==> src/rtl/matmul_tile_scheduler.sv <==
// Credit-limited tile walker (reduction innermost); first issue 1 cycle after start, done 1 cycle after last retire.
// Issue fields hold while issue_ready is low; optional perf counters under MATMUL_SCHED_PERF_EN.
module matmul_tile_scheduler #(
  parameter int IDX_WIDTH       = 8,
  parameter int MAX_OUTSTANDING = 2
) (
  input  logic                 clk,
  input  logic                 rst,
  input  logic                 start_valid,
  output logic                 start_ready,
  input  logic [IDX_WIDTH-1:0] cfg_n_tiles,
  input  logic [IDX_WIDTH-1:0] cfg_m_tiles,
  input  logic [IDX_WIDTH-1:0] cfg_k_tiles,
  output logic                 issue_valid,
  input  logic                 issue_ready,
  output logic [IDX_WIDTH-1:0] issue_row,
  output logic [IDX_WIDTH-1:0] issue_red,
  output logic [IDX_WIDTH-1:0] issue_col,
  output logic                 issue_first,
  output logic                 issue_last,
  input  logic                 retire_valid,
  output logic                 retire_ready,
  output logic                 done_valid,
  input  logic                 done_ready,
  output logic                 busy,
  output logic                 err_retire,
  output logic [31:0]          perf_cycles,
  output logic [31:0]          perf_stalls
);
  localparam int OUTS_WIDTH = $clog2(MAX_OUTSTANDING + 1);
  localparam logic [OUTS_WIDTH-1:0] OUTS_MAX = OUTS_WIDTH'(MAX_OUTSTANDING);
  localparam logic [OUTS_WIDTH-1:0] OUTS_ONE = OUTS_WIDTH'(1);
  localparam logic [IDX_WIDTH-1:0]  IDX_ONE  = IDX_WIDTH'(1);

  typedef enum logic [1:0] {IDLE, ISSUE, DRAIN, DONE} state_t;

  state_t                state_q, state_d;
  logic [IDX_WIDTH-1:0]  n_last_q, n_last_d, m_last_q, m_last_d, k_last_q, k_last_d;
  logic [IDX_WIDTH-1:0]  row_q, row_d, red_q, red_d, col_q, col_d;
  logic [OUTS_WIDTH-1:0] outs_q, outs_d;
  logic                  issue_valid_q, issue_valid_d;
  logic                  issue_first_q, issue_first_d;
  logic                  issue_last_q, issue_last_d;
  logic                  done_valid_q, done_valid_d;
  logic                  start_ready_q, start_ready_d;
  logic                  busy_q, busy_d;
  logic                  err_q, err_d;
  logic                  start_hs, issue_hs;

  assign start_hs = start_valid && start_ready_q;
  assign issue_hs = issue_valid_q && issue_ready;

  always_comb begin
    state_d  = state_q;
    n_last_d = n_last_q;
    m_last_d = m_last_q;
    k_last_d = k_last_q;
    row_d    = row_q;
    red_d    = red_q;
    col_d    = col_q;
    outs_d   = outs_q;
    err_d    = err_q;

    // A retire with nothing in flight is spurious; a same-cycle issue cancels it out.
    case ({issue_hs, retire_valid})
      2'b10:   outs_d = outs_q + OUTS_ONE;
      2'b01: begin
        if (outs_q == '0) err_d = 1'b1;
        else              outs_d = outs_q - OUTS_ONE;
      end
      default: outs_d = outs_q;
    endcase

    case (state_q)
      IDLE: begin
        if (start_hs) begin
          n_last_d = cfg_n_tiles - IDX_ONE;
          m_last_d = cfg_m_tiles - IDX_ONE;
          k_last_d = cfg_k_tiles - IDX_ONE;
          row_d    = '0;
          red_d    = '0;
          col_d    = '0;
          if (cfg_n_tiles == '0 || cfg_m_tiles == '0 || cfg_k_tiles == '0) state_d = DONE;
          else                                                             state_d = ISSUE;
        end
      end
      ISSUE: begin
        if (issue_hs) begin
          if (red_q == m_last_q) begin
            red_d = '0;
            if (col_q == k_last_q) begin
              col_d = '0;
              if (row_q == n_last_q) begin
                row_d   = '0;
                state_d = DRAIN;
              end else begin
                row_d = row_q + IDX_ONE;
              end
            end else begin
              col_d = col_q + IDX_ONE;
            end
          end else begin
            red_d = red_q + IDX_ONE;
          end
        end
      end
      DRAIN: begin
        if (outs_d == '0) state_d = DONE;
      end
      DONE: begin
        if (done_valid_q && done_ready) state_d = IDLE;
      end
      default: state_d = IDLE;
    endcase

    issue_valid_d = (state_d == ISSUE) && (outs_d < OUTS_MAX);
    issue_first_d = (state_d == ISSUE) && (red_d == '0);
    issue_last_d  = (state_d == ISSUE) && (red_d == m_last_d);
    done_valid_d  = (state_d == DONE);
    start_ready_d = (state_d == IDLE);
    busy_d        = (state_d != IDLE);
  end

  always_ff @(posedge clk) begin
    if (!rst) begin
      state_q       <= IDLE;
      n_last_q      <= '0;
      m_last_q      <= '0;
      k_last_q      <= '0;
      row_q         <= '0;
      red_q         <= '0;
      col_q         <= '0;
      outs_q        <= '0;
      issue_valid_q <= 1'b0;
      issue_first_q <= 1'b0;
      issue_last_q  <= 1'b0;
      done_valid_q  <= 1'b0;
      start_ready_q <= 1'b1;
      busy_q        <= 1'b0;
      err_q         <= 1'b0;
    end else begin
      state_q       <= state_d;
      n_last_q      <= n_last_d;
      m_last_q      <= m_last_d;
      k_last_q      <= k_last_d;
      row_q         <= row_d;
      red_q         <= red_d;
      col_q         <= col_d;
      outs_q        <= outs_d;
      issue_valid_q <= issue_valid_d;
      issue_first_q <= issue_first_d;
      issue_last_q  <= issue_last_d;
      done_valid_q  <= done_valid_d;
      start_ready_q <= start_ready_d;
      busy_q        <= busy_d;
      err_q         <= err_d;
    end
  end

  assign start_ready  = start_ready_q;
  assign issue_valid  = issue_valid_q;
  assign issue_row    = row_q;
  assign issue_red    = red_q;
  assign issue_col    = col_q;
  assign issue_first  = issue_first_q;
  assign issue_last   = issue_last_q;
  assign retire_ready = 1'b1;
  assign done_valid   = done_valid_q;
  assign busy         = busy_q;
  assign err_retire   = err_q;

`ifdef MATMUL_SCHED_PERF_EN
  logic [31:0] perf_cycles_q, perf_cycles_d, perf_stalls_q, perf_stalls_d;

  // Both counters saturate and freeze once the job leaves ISSUE/DONE.
  always_comb begin
    perf_cycles_d = perf_cycles_q;
    perf_stalls_d = perf_stalls_q;
    if (start_hs) begin
      perf_cycles_d = '0;
      perf_stalls_d = '0;
    end else begin
      if (busy_q && perf_cycles_q != '1) perf_cycles_d = perf_cycles_q + 32'd1;
      if (state_q == ISSUE && !issue_hs && perf_stalls_q != '1) perf_stalls_d = perf_stalls_q + 32'd1;
    end
  end

  always_ff @(posedge clk) begin
    if (!rst) begin
      perf_cycles_q <= '0;
      perf_stalls_q <= '0;
    end else begin
      perf_cycles_q <= perf_cycles_d;
      perf_stalls_q <= perf_stalls_d;
    end
  end

  assign perf_cycles = perf_cycles_q;
  assign perf_stalls = perf_stalls_q;
`else
  assign perf_cycles = 32'd0;
  assign perf_stalls = 32'd0;
`endif

endmodule

==> config.mk <==
export PLATFORM = sky130hd
export DESIGN_NAME = matmul_tile_scheduler
export DESIGN_NICKNAME = d
export VERILOG_FILES = /design/src/rtl/matmul_tile_scheduler.sv
export SDC_FILE = /design/constraint.sdc
export NUM_CORES = 1
export LEC_CHECK = 0
export ABC_CLOCK_PERIOD_IN_PS = 4120
export BUFFER_PORTS_ARGS = -buffer_cell sky130_fd_sc_hd__buf_2
export CORE_MARGIN = 4
export CORE_UTILIZATION = 40
export CTS_CLUSTER_DIAMETER = 40
export DETAILED_ROUTE_END_ITERATION = 16
export GPL_TIMING_DRIVEN = 0
export PLACE_DENSITY = 0.68
export RECOVER_POWER = 25
export SYNTH_ARGS = -nofsm -noshare
export SYNTH_HDL_FRONTEND = slang
export SYNTH_SLANG_ARGS = --single-unit
==> constraint.sdc <==
create_clock -name clk -period 4.12 [get_ports clk]
set_clock_uncertainty 0.05 [all_clocks]
set_input_delay 0.824 -clock clk [delete_from_list [all_inputs] [get_ports clk]]
set_output_delay 0.824 -clock clk [all_outputs]
set_load 0.05 [all_outputs]
* After elaboration in Yosys (flattened, before gate mapping)
Cells that the tools add are included.
Storage, ports and cells: memories kept 0, bits of input ports 30, memory bits (writable) 0, memory bits (read-only) 0, bits in registers 59, output and inout bits 96, word-level logic and storage cells 88, latch bits 0
Operators by class: div/mod/pow operators 0, add/sub/neg operators 8, bitwise gates (word level) 0, magnitude comparators 1, multiplexer cells 27, equal/unequal tests 15, reduce and logical (&&, ||, !) cells 22, multiply operators 0, shift operators 0
Operators with widths (number):
- $mux 8 | 13
- $pmux 8 s2 | 3
- $eq 8x8->1 | 4
- $logic_not 8->1 | 4
- $add 8x1->8 const B | 3
- $sub 8x1->8 const B | 3
- $mux 2 | 9
- $eq 2x2->1 const B | 4
- $logic_not 2->1 | 4
- $ne 2x2->1 const B | 4
- $pmux 2 s4 | 1
- $eq 2x1->1 const B | 3
- $logic_and 1x1->1 | 6
- $reduce_and 5->1 | 1
- $pmux 2 s2 | 1
- $reduce_and 2->1 | 2
- $reduce_and 4->1 | 1
- $reduce_bool 2->1 | 2
- $add 2x1->2 const B | 1
- $logic_or 1x1->1 | 2
- $lt 2x2->1 const B | 1
- $sub 2x1->2 const B | 1

* Depth between registers and ports, before layout
depth after elaboration 8, gate-level depth with buffers 9, depth with buffers taken out 9

* Worst setup path after synthesis
OpenSTA, ideal clock, no wires.
path kind flip-flop to flip-flop, start point register red_q[6] (netlist: issue_red[6]), end point register issue_first_q (netlist: issue_first), library setup time 0.088 ns, arrival 2.736 ns, stages on the path, launching flop included 8, setup slack 1.246 ns, path buffers 0, data required time 3.982 ns, period minus slack after synthesis 2.874 ns, cells stage by stage dfxtp_1 xor2_1 or4_4 o31a_4 a211oi_2 a21oi_1 or4_4 nor4_2
On the way: longest elaborated chain between the ends 6, elaborated cells on any way between the ends 12, classes of those cells 1 x add/sub; 2 x eq/ne; 7 x mux; 2 x reduce/logical
Ends and longest elaborated chain:
- start: declaration | line 39 | logic [IDX_WIDTH-1:0] row_q, row_d, red_q, red_d, col_q, col_d;
- start signal: assignment | line 147 | red_q <= red_d;
- $add 8x1->8 or $eq 8x8->1 (tied branches) | line 103, 89
- $mux 8 or $mux 2 (tied branches) | line 89 | if (red_q == m_last_q) begin
- $mux 8 or $mux 2 (tied branches) | line 88 | if (issue_hs) begin
- $pmux 8 s2 or $pmux 2 s4 (tied branches) | line 74 | case (state_q)
- $logic_not 8->1 or $eq 2x1->1 (tied branches) | line 117 | issue_first_d = (state_d == ISSUE) && (red_d == '0);
- $logic_and 1x1->1 (*) | line 117
- end signal: assignment | line 151 | issue_first_q <= issue_first_d;
- end: declaration | line 42 | logic issue_first_q, issue_first_d;
Every way passes the cells marked *; elsewhere a longest branch is shown, timed or not. A chain may end at the register's enable or synchronous reset.

* Final worst setup path
start point input port issue_ready, end point register issue_first_q (netlist: issue_first)
On the way: longest elaborated chain between the ends 8, elaborated cells on any way between the ends 13, classes of those cells 3 x eq/ne; 6 x mux; 4 x reduce/logical
Ends and longest elaborated chain:
- start: declaration | line 15 | input logic issue_ready,
- $logic_and 1x1->1 (*) | line 51 | assign issue_hs = issue_valid_q && issue_ready;
- $eq 2x1->1 or $eq 2x2->1 (tied branches) | line 65 | case ({issue_hs, retire_valid})
- $pmux 2 s2 | line 65
- $logic_not 2->1 | line 108 | if (outs_d == '0) state_d = DONE;
- $mux 2 | line 108
- $pmux 2 s4 | line 74
- $eq 2x1->1 | line 117
- $logic_and 1x1->1 (*) | line 117
Marked as above.

==> qor.yml <==
outcome: "finished, final reports clean"
place_congestion: 0.8951
area_delta_synth_final_pct: 22.76
crit_family: "simple AND/OR/NAND/NOR gates"
core_mm2: 0.009729
synth_ff_type: "dfxtp_1"
cts-hold-fix-buffers: 0
clockRootBuffer: "clkbuf_8"
synth_common_cells: "65 x buf_4, 59 x dfxtp_1, 46 x nand2_1"
worstPathArrival_ps: 3180
row_count: 36
initial_core_util: 0.4102
yosys.cell_count.top_type: "buf_4"
synthArstFlopShare: 0
hp-class: "reg2reg"
synth_top_area_share: 0.2959
io_buffers: 59
num_io_pins: 126
gr-usage-all-layers: 0.1644
switching_share: 0.3679
worstPathMaxFanout: 10
routed_wl_um: 9667
cts_tree: "yes"
post_cts_buffers: 0
cp-end-kind: "register"
startpoint_type: "input pin"
clock_path_buffers: 2
synthCells: 485
dp_hpwl_um: 7753
yosys_warnings: 0
finalMaxSlewViolations: 0
die_area_mm2: 0.01164
finalNetCount: 660
cts_inserted_buffers: 9
power_leakage_nw: 2.468
clkSlewWorstSetupHoldPaths_ps: 70
worst_path_largest_cell_delay_ps: 520
ys_types: 56
tightest_slew_ps: 682.8
antenna_found_initial: 0
grt_pass1_wl_um: 15440
combPwrFrac: 0.326
fmax_mhz: 336.6
die_w_um: 107.9
cp_slowest_cell: "or4_4"
finalPower_mw: 1.884
required_ps: 4330
post-route-min-period_ps: 2971
placed_cell_area_mm2: 0.004690
finalSetupTns_ps: 0
post_drt_wl_per_cell_um: 12.79
diodes: 0
critPathKind: "in2reg"
timing.critical_path.buf_inv: 1
synth_area_leaders: "dfxtp_1 30%, buf_4 12%, xor2_1 7.5%, xnor2_1 5.0%, nand2_1 4.3%"
clkLatencyLatePin_ps: 340
p_per_area_mw_per_mm2: 384.4
ys_ff_latch: 59
cts.sink_count: 59
setup_viol: 0
hold_slack_ps: 450.9
cap_violations: 0
first_pass_iters: 4
htreeDepth: 3
die_y_um: 107.9
vdd_drop_max_uv: 254.3
yosysTopAreaCell: "dfxtp_1"
worstPathCellList: "buf_2 > nand2_4 > or4_4 > o31ai_2 > o21ai_0 > or4_4 > nor4_2"
seq_power_share: 0.352
clockPowerShare: 0.321
power.internal_mw: 1.191
vias: 3586
p_sw_mw: 0.6930
cts_resized: 0
final_area_mm2: 0.004900
dr.first_iter.drc_count: 115
ant_nets: 0
ys_seq_area_frac: 0.2959
drive_gt1_frac: 0.2311
slew_headroom: 0.5448
rsz0062_at_grt: "false"
grt_max_degree: 11
via_per_inst: 4.743
syn_area_mm2: 0.003991
worst_path_most_repeated_cell: "or4_4"
synth_area_per_cell_um2: 8.230
r2r_slack_ps: 1200
grt_pass1_vias: 3426
grt_overflow: 0
synth_edf_count: 0
fill_cells: 962
finalCritPeriodShare: 0.7211
drc: 0
hold_viol: 0
==> state kept, by name, summed over array words and instances, names as in the netlist <==
name,cells
issue_valid,1
err_retire,1
issue_row,8
start_ready,1
issue_last,1
n_last_q,8
outs_q,2
done_valid,1
issue_red,8
m_last_q,8
issue_first,1
issue_col,8
k_last_q,8
busy,1
state_q,2
==> power groups by stage <==
stage | clock [mW] | combinational [mW] | sequential [mW]
final | 0.605 | 0.615 | 0.663
after global routing | 0.643 | 0.661 | 0.670
after CTS | 0.617 | 0.614 | 0.663
after detailed placement | 0 | 0.612 | 0.676
after global placement | 0 | 0.603 | 0.673
after floorplan | 0 | 0.443 | 0.724
==> placed cells by master (no fill, tap or decap), drive strengths merged, types with 11 or more instances in the layout <==
cell    count
buf       112
conb       65
dfxtp      59
nand2      47
nor2       40
clkbuf     38
xor2       34
xnor2      23
nand3      16
o211a      15
a21oi      15
o21ai      15
and2       15
and3       13
inv        12
ha         12
nor4       11
==> area by class of cell <==
cell class	instances	area, um^2	area share
clock inverters	4	72.57	0.01481
well taps	133	166.4	0.03396
repair buffers	59	277.8	0.05669
plain buffers	79	551.8	0.1126
inverters	12	45.04	0.009193
flip-flops and latches	59	1181	0.2411
multi-input cells	398	2450	0.5000
clock buffers	12	155.1	0.03166
==> routing by layer <==
metal  global-route usage  vias up  wire (um)  share of wire
met1               0.2020     1628       4346           0.45
met4              0.08206        0        209          0.022
met5                    0        -          0              0
met3              0.03239       19        684          0.071
li1                     -     1803          -              -
met2               0.2726      136       4426           0.46
==> final timing paths <==
kind,startpoint,end,cells after the start
worst max-delay path,issue_ready,issue_first,7
worst min-delay path,err_retire,err_retire,2
worst max register to register,issue_red[6],issue_first,6
worst min register to register,err_retire,err_retire,2
==> worst min-delay path, stage by stage, from the launching register on <==
cell and delay, ps:
dfxtp_1 330, a31oi_1 40, nor2b_1 90
==> kinds of logic after synthesis <==
group,count (synthesis),synth area share
AND/OR/NAND/NOR,189,0.2492
buffers and inverters,91,0.1495
AO/OA/AOI/OAI,71,0.1307
flip-flops,59,0.2959
XOR/XNOR,57,0.1251
adder cells (fa/ha/maj),12,0.03762
multiplexers,4,0.01003
other,2,0.001882
==> through the flow <==
| stage | std cells | setup slack (ps) | utilization |
|---|---|---|---|
| after floorplan | 548 | 1246 | - |
| after global placement | 740 | 812.9 | 0.4820 |
| after detailed placement | 740 | 823.6 | 0.4820 |
| after CTS | 756 | 1190 | 0.5054 |
| after global routing | 756 | 1066 | 0.5036 |
| final | 756 | 1149 | 0.5036 |
Note: power is estimated with default switching activity, not from simulation.
